<file path="src/rtl/ps2_rx_fifo.sv">
// PS/2 device-to-host receiver: synchronised and glitch-filtered clock, 11-bit frame FSM
// with timeout recovery, sticky error flags, and a show-ahead byte FIFO.
module ps2_rx_fifo #(
  parameter int AW         = 3,
  parameter int FILTER_LEN = 4,
  parameter int TIMEOUT    = 5000,
  parameter int OVF_MODE   = 0
) (
  input  logic          clk,
  input  logic          rst,
  input  logic          ps2_clk,
  input  logic          ps2_data,
  input  logic          rd_en,
  input  logic          err_clr,
  output logic [7:0]    data,
  output logic          valid,
  output logic [AW:0]   level,
  output logic          overflow,
  output logic          parity_err,
  output logic          frame_err
);

  localparam int DEPTH = 1 << AW;
  localparam int FW    = $clog2(FILTER_LEN + 1);
  localparam int TW    = $clog2(TIMEOUT + 1);

  localparam logic [1:0] IDLE  = 2'd0;
  localparam logic [1:0] SHIFT = 2'd1;
  localparam logic [1:0] CHECK = 2'd2;

  // Reset asserts asynchronously but releases on a clock edge.
  logic [1:0] rst_pipe;
  logic       rst_i;

  always_ff @(posedge clk or posedge rst) begin
    if (rst) rst_pipe <= '1;
    else     rst_pipe <= {rst_pipe[0], 1'b0};
  end

  assign rst_i = rst_pipe[1];

  logic [1:0]    clk_s;
  logic [1:0]    dat_s;
  logic          filt;
  logic          filt_q;
  logic [FW-1:0] fcnt;
  logic          strobe;
  logic          bit_in;

  always_ff @(posedge clk or posedge rst_i) begin
    if (rst_i) begin
      clk_s  <= '1;
      dat_s  <= '1;
      filt   <= 1'b1;
      filt_q <= 1'b1;
      fcnt   <= '0;
    end else begin
      clk_s  <= {clk_s[0], ps2_clk};
      dat_s  <= {dat_s[0], ps2_data};
      filt_q <= filt;
      if (clk_s[1] == filt) begin
        fcnt <= '0;
      end else if (fcnt == FW'(FILTER_LEN - 1)) begin
        filt <= clk_s[1];
        fcnt <= '0;
      end else begin
        fcnt <= fcnt + 1'b1;
      end
    end
  end

  assign strobe = filt_q & ~filt;
  assign bit_in = dat_s[1];

  logic [1:0]    state;
  logic [3:0]    bitcnt;
  logic [9:0]    sr;
  logic [TW-1:0] idle_cnt;
  logic          timeout_hit;
  logic          frame_ev;
  logic          parity_ev;
  logic          push;

  assign timeout_hit = (state == SHIFT) && !strobe && (idle_cnt == TW'(TIMEOUT));

  // sr holds D0..D7, parity, stop with D0 at bit 0 once all ten bits are in.
  always_ff @(posedge clk or posedge rst_i) begin
    if (rst_i) begin
      state    <= IDLE;
      bitcnt   <= '0;
      sr       <= '0;
      idle_cnt <= '0;
    end else begin
      case (state)
        IDLE: begin
          if (strobe && !bit_in) begin
            state    <= SHIFT;
            bitcnt   <= 4'd1;
            idle_cnt <= '0;
          end
        end
        SHIFT: begin
          if (strobe) begin
            sr       <= {bit_in, sr[9:1]};
            bitcnt   <= bitcnt + 4'd1;
            idle_cnt <= '0;
            if (bitcnt == 4'd10) state <= CHECK;
          end else if (timeout_hit) begin
            state <= IDLE;
          end else begin
            idle_cnt <= idle_cnt + 1'b1;
          end
        end
        CHECK:   state <= IDLE;
        default: state <= IDLE;
      endcase
    end
  end

  assign frame_ev  = ((state == CHECK) && !sr[9]) || timeout_hit;
  assign parity_ev = (state == CHECK) && sr[9] && !(^sr[8:0]);
  assign push      = (state == CHECK) && sr[9] && (^sr[8:0]);

  logic [7:0]    mem [DEPTH];
  logic [AW-1:0] wptr;
  logic [AW-1:0] rptr;
  logic          full;
  logic          pop;
  logic          do_write;
  logic          overflow_ev;

  assign valid       = (level != '0);
  assign full        = (level == (AW + 1)'(DEPTH));
  assign pop         = rd_en & valid;
  assign overflow_ev = push && full && !pop;
  assign do_write    = push && (!full || pop || (OVF_MODE == 1));
  assign data        = valid ? mem[rptr] : '0;

  always_ff @(posedge clk) begin
    if (do_write) mem[wptr] <= sr[7:0];
  end

  // Overwrite mode on a full FIFO advances rptr too, dropping the oldest byte.
  always_ff @(posedge clk or posedge rst_i) begin
    if (rst_i) begin
      wptr  <= '0;
      rptr  <= '0;
      level <= '0;
    end else begin
      if (do_write) wptr <= wptr + 1'b1;
      if (pop || (push && full && (OVF_MODE == 1))) rptr <= rptr + 1'b1;
      if (push && !pop && !full)  level <= level + 1'b1;
      else if (pop && !push)      level <= level - 1'b1;
    end
  end

  always_ff @(posedge clk or posedge rst_i) begin
    if (rst_i) begin
      overflow   <= 1'b0;
      parity_err <= 1'b0;
      frame_err  <= 1'b0;
    end else begin
      overflow   <= overflow_ev | (overflow   & ~err_clr);
      parity_err <= parity_ev   | (parity_err & ~err_clr);
      frame_err  <= frame_ev    | (frame_err  & ~err_clr);
    end
  end

endmodule

</file>
<file path="config.mk">
export PLATFORM = sky130hd
export DESIGN_NAME = ps2_rx_fifo
export DESIGN_NICKNAME = d
export VERILOG_FILES = /design/src/rtl/ps2_rx_fifo.sv
export SDC_FILE = /design/constraint.sdc
export NUM_CORES = 1
export LEC_CHECK = 0
export BUFFER_PORTS_ARGS = -buffer_cell sky130_fd_sc_hd__clkbuf_2
export CORE_MARGIN = 4
export CORE_UTILIZATION = 30
export CTS_CLUSTER_DIAMETER = 200
export DETAILED_ROUTE_END_ITERATION = 16
export PLACE_DENSITY = 0.51
export SYNTH_ARGS = -nofsm -noshare
export SYNTH_HDL_FRONTEND = slang
export SYNTH_SLANG_ARGS = --single-unit
</file>
<file path="constraint.sdc">
create_clock -name clk -period 2.5 [get_ports clk]
set_input_delay 0.25 -clock clk [delete_from_list [all_inputs] [get_ports clk]]
set_output_delay 0.25 -clock clk [all_outputs]
set_load 0.005 [all_outputs]
</file>
==> results.sh <==
export IMPL_synth_warnings=0
export IMPL_die_area_mm2=0.0191
export IMPL_critPathMostFrequentCell="a21o_1"
export IMPL_max_slew_worst_pin_slew_ns=0.668
export IMPL_pre_cts_ws_ns=0.0467
export IMPL_grt_pass1_vias=3242
export IMPL_post_drt_wl_per_cell_um=15.5
export IMPL_grt_util_all_layers_pct=11.4
export IMPL_crit_chain="xnor2_1, xnor3_1, mux2_4, o21ai_4, ha_4, a21o_1, a21o_1, nor3b_2, mux2i_1, o22ai_1"
export IMPL_period_minus_slack_ns=2.45
export IMPL_die_h_um=138
export IMPL_die_x_um=138
export IMPL_synth_xor_area_share_pct=5.02
export IMPL_clk_pin_slew_worst_paths_ns=0.05
export IMPL_cp_arrival_ns=2.78
export IMPL_cts_sinks=117
export IMPL_place_area_mm2=0.00570
export IMPL_antenna_found_initial=0
export IMPL_grt_pass1_wl_mm=16.8
export IMPL_drc=0
export IMPL_crit_path_end_kind="register"
export IMPL_syn_avg_cell_area_um2=14.7
export IMPL_synth_simple_area_share_pct=8.49
export IMPL_finalCritPeriodShare_pct=98.0
export IMPL_hold_ws_ns=0.103
export IMPL_ir_drop_mv=0.643
export IMPL_placed_cells=607
export IMPL_rsz0062_at_grt="yes"
export IMPL_tritoncts="done"
export IMPL_yosysTopAreaCellShare_pct=37.8
export IMPL_place_hpwl_mm=6.65
export IMPL_fin_nets=426
export IMPL_netlist_area_mm2=0.00508
export IMPL_numCtsBuffers=17
export IMPL_antenna_cells=0
export IMPL_synthMuxAreaShare_pct=13.0
export IMPL_ys_flop_type="edfxtp_1"
export IMPL_num_fill_cells=1593
export IMPL_yosys_area_top_type="edfxtp_1"
export IMPL_viasPerCell=4.60
export IMPL_fmax_mhz=408
export IMPL_final_area_mm2=0.00640
export IMPL_utilization_pct=38.6
export IMPL_place_gp_congestion=0.808
export IMPL_final_cell_mix="edfxtp_1 (64), dfrtp_1 (43), nor2_1 (35), buf_4 (33), clkbuf_2 (21)"
export IMPL_syn_inst=345
export IMPL_ys_ff_latch=117
export IMPL_path_max_fanout=3
export IMPL_setup_violations=0
export IMPL_path_class="register to register"
export IMPL_layout_commonest_cell="edfxtp_1"
export IMPL_port_buffers=21
export IMPL_cp_required_ns=2.83
export IMPL_worstSetupStartpointType="register"
export IMPL_drtAntennaViolNets=0
export IMPL_p_leak_nw=2.49
export IMPL_fin_cells=643
export IMPL_synth_fa_ha_area_share_pct=2.61
export IMPL_wirelength_mm=9.94
export IMPL_cts_path_max_buffers=2
export IMPL_slew_headroom_pct=55.2
export IMPL_synth_top_family_by_area="multiplexers"
export IMPL_seq_area_frac_synth_pct=64.1
export IMPL_initialDrtViolationCount=132
export IMPL_syn_nets=361
export IMPL_hold_class="input pin to register"
export IMPL_clock_latency_ns=0.41
export IMPL_grt_overflow=0
export IMPL_synthTopCellsByArea="edfxtp_1 (38%), dfrtp_1 (22%), mux4_2 (7.1%)"
export IMPL_async_flop_share_pct=45.3
export IMPL_slew_violations=0
export IMPL_num_rows=47
export IMPL_max_cap_violations=0
export IMPL_cpMaxStageDelayCell="xnor3_1"
export IMPL_hold_violations=0
export IMPL_first_pass_iters=4
export IMPL_finalClockSkew_ns=0.00554
export IMPL_ioPinCount=22
export IMPL_grt_max_degree=27
export IMPL_layout_setup_ws_ns=0.0494
export IMPL_synth_distinct_cells=47
export IMPL_outcome="complete, no violations"
export IMPL_via_count=2958
export IMPL_powerDensity_mw_per_mm2=1100
export IMPL_htreeDepth=4
export IMPL_drive_gt1_share_pct=32.4
export IMPL_core_area_mm2=0.0166
export IMPL_synth_compound_area_share_pct=4.43
export IMPL_synth_edff_count=64
export IMPL_clockRootBuffer="clkbuf_16"
export IMPL_initial_utilization_pct=30.7
export IMPL_critPathMaxStageDelay_ns=0.44
export IMPL_syn_to_final_growth_pct=25.9
cell type report:
class	instances	area (µm²)	share of cell area, %
Tap cell	220	275	4.30
Multi-Input combinational cell	199	1760	27.5
Sequential cell	117	3260	50.9
Timing Repair Buffer	58	403	6.30
Clock buffer	19	433	6.76
Clock inverter	13	205	3.21
Inverter	17	63.8	0.997
power by group:
group	switching (mW)	total (mW)	internal [mW]
sequential	0.243	2.58	2.34
combinational	0.928	1.86	0.937
clock	0.850	2.61	1.76
total	2.02	7.06	5.04
critical path: cells and delay by family (launching register included):
family / cells / cell delay [ns]
AOI/OAI and AO/OA: 4 / 0.57
adders and majority gates: 1 / 0.22
DFF: 1 / 0.40
xor gates and xnor gates: 2 / 0.59
muxes: 2 / 0.42
and+or+nand+nor: 1 / 0.15
logic make-up after synthesis:
family | count (synthesis)
and+or+nand+nor | 87
adders and majority gates | 10
muxes | 44
other | 1
AOI/OAI and AO/OA | 31
xor gates and xnor gates | 26
buffers and inverters | 29
DFF | 117
synthesized netlist by cell type, types with 2 or more instances:
cell       number
inv_1          17
mux2_2         16
o21ai_0         3
a21o_1          2
xor2_1          7
xnor3_1         2
ha_1            9
mux4_2         16
o22ai_1         5
mux2i_1        12
edfxtp_1       64
o211ai_1        4
a2111oi_0       2
nor4_1          3
nand3_1         6
xnor2_1        17
a211oi_1        3
nand4_1         3
nand2_1        12
nor2_1         35
nor2b_1         3
nand2b_1        5
nor3b_1         3
dfrtp_1        45
clkbuf_1        9
nand3b_1        4
nor3_1          7
a21oi_1         5
dfstp_2         8
path summary, 6_finish.rpt:
| check | from | cells after the start | slack [ns] | to |
|---|---|---|---|---|
| max reg2reg | sr[5] | 10 | 0.05 | level[3] |
| min in group asynchronous | rst_pipe[1] | 1 | 0.32 | overflow |
| max | sr[5] | 10 | 0.05 | level[3] |
| min reg2reg | rst_pipe[1] | 1 | 0.32 | overflow |
| max in group asynchronous | rst_pipe[1] | 2 | 1.56 | dat_s[1] |
| min | err_clr | 2 | 0.10 | overflow |
per-stage QoR:
step	setup TNS, ns	power [mW]
after floorplan	0	3.86
final	0	7.06
after CTS	0	7.17
after global placement	0	4.47
after detailed placement	0	4.51
after global routing	-0.0327	7.49
registers in the layout (all words and copies together) (netlist names), 3 cells and up:
name and flops:
wptr 3, fcnt 3, level 4, idle_cnt 13, bitcnt 4, sr 10
mem 64, rptr 3
per-layer routing:
metal  share of wire (%)  vias up  wire (µm)  GRT usage [%]
met4                 1.6        0        160           5.15
met5                   0        -          0              0
met2                  52       32       5140           19.1
li1                    -     1414          -              -
met3                 2.8       11        281           3.69
met1                  44     1501       4360           13.4
what timing repair did:
item	4_1_cts	5_1_grt
hold buffers	3	0
endpoints found under the hold margin	4	0
gates resized for setup	0	3
endpoints found under the setup margin	0	1
setup buffers	0	1
Power figures use the tool's default switching activity.
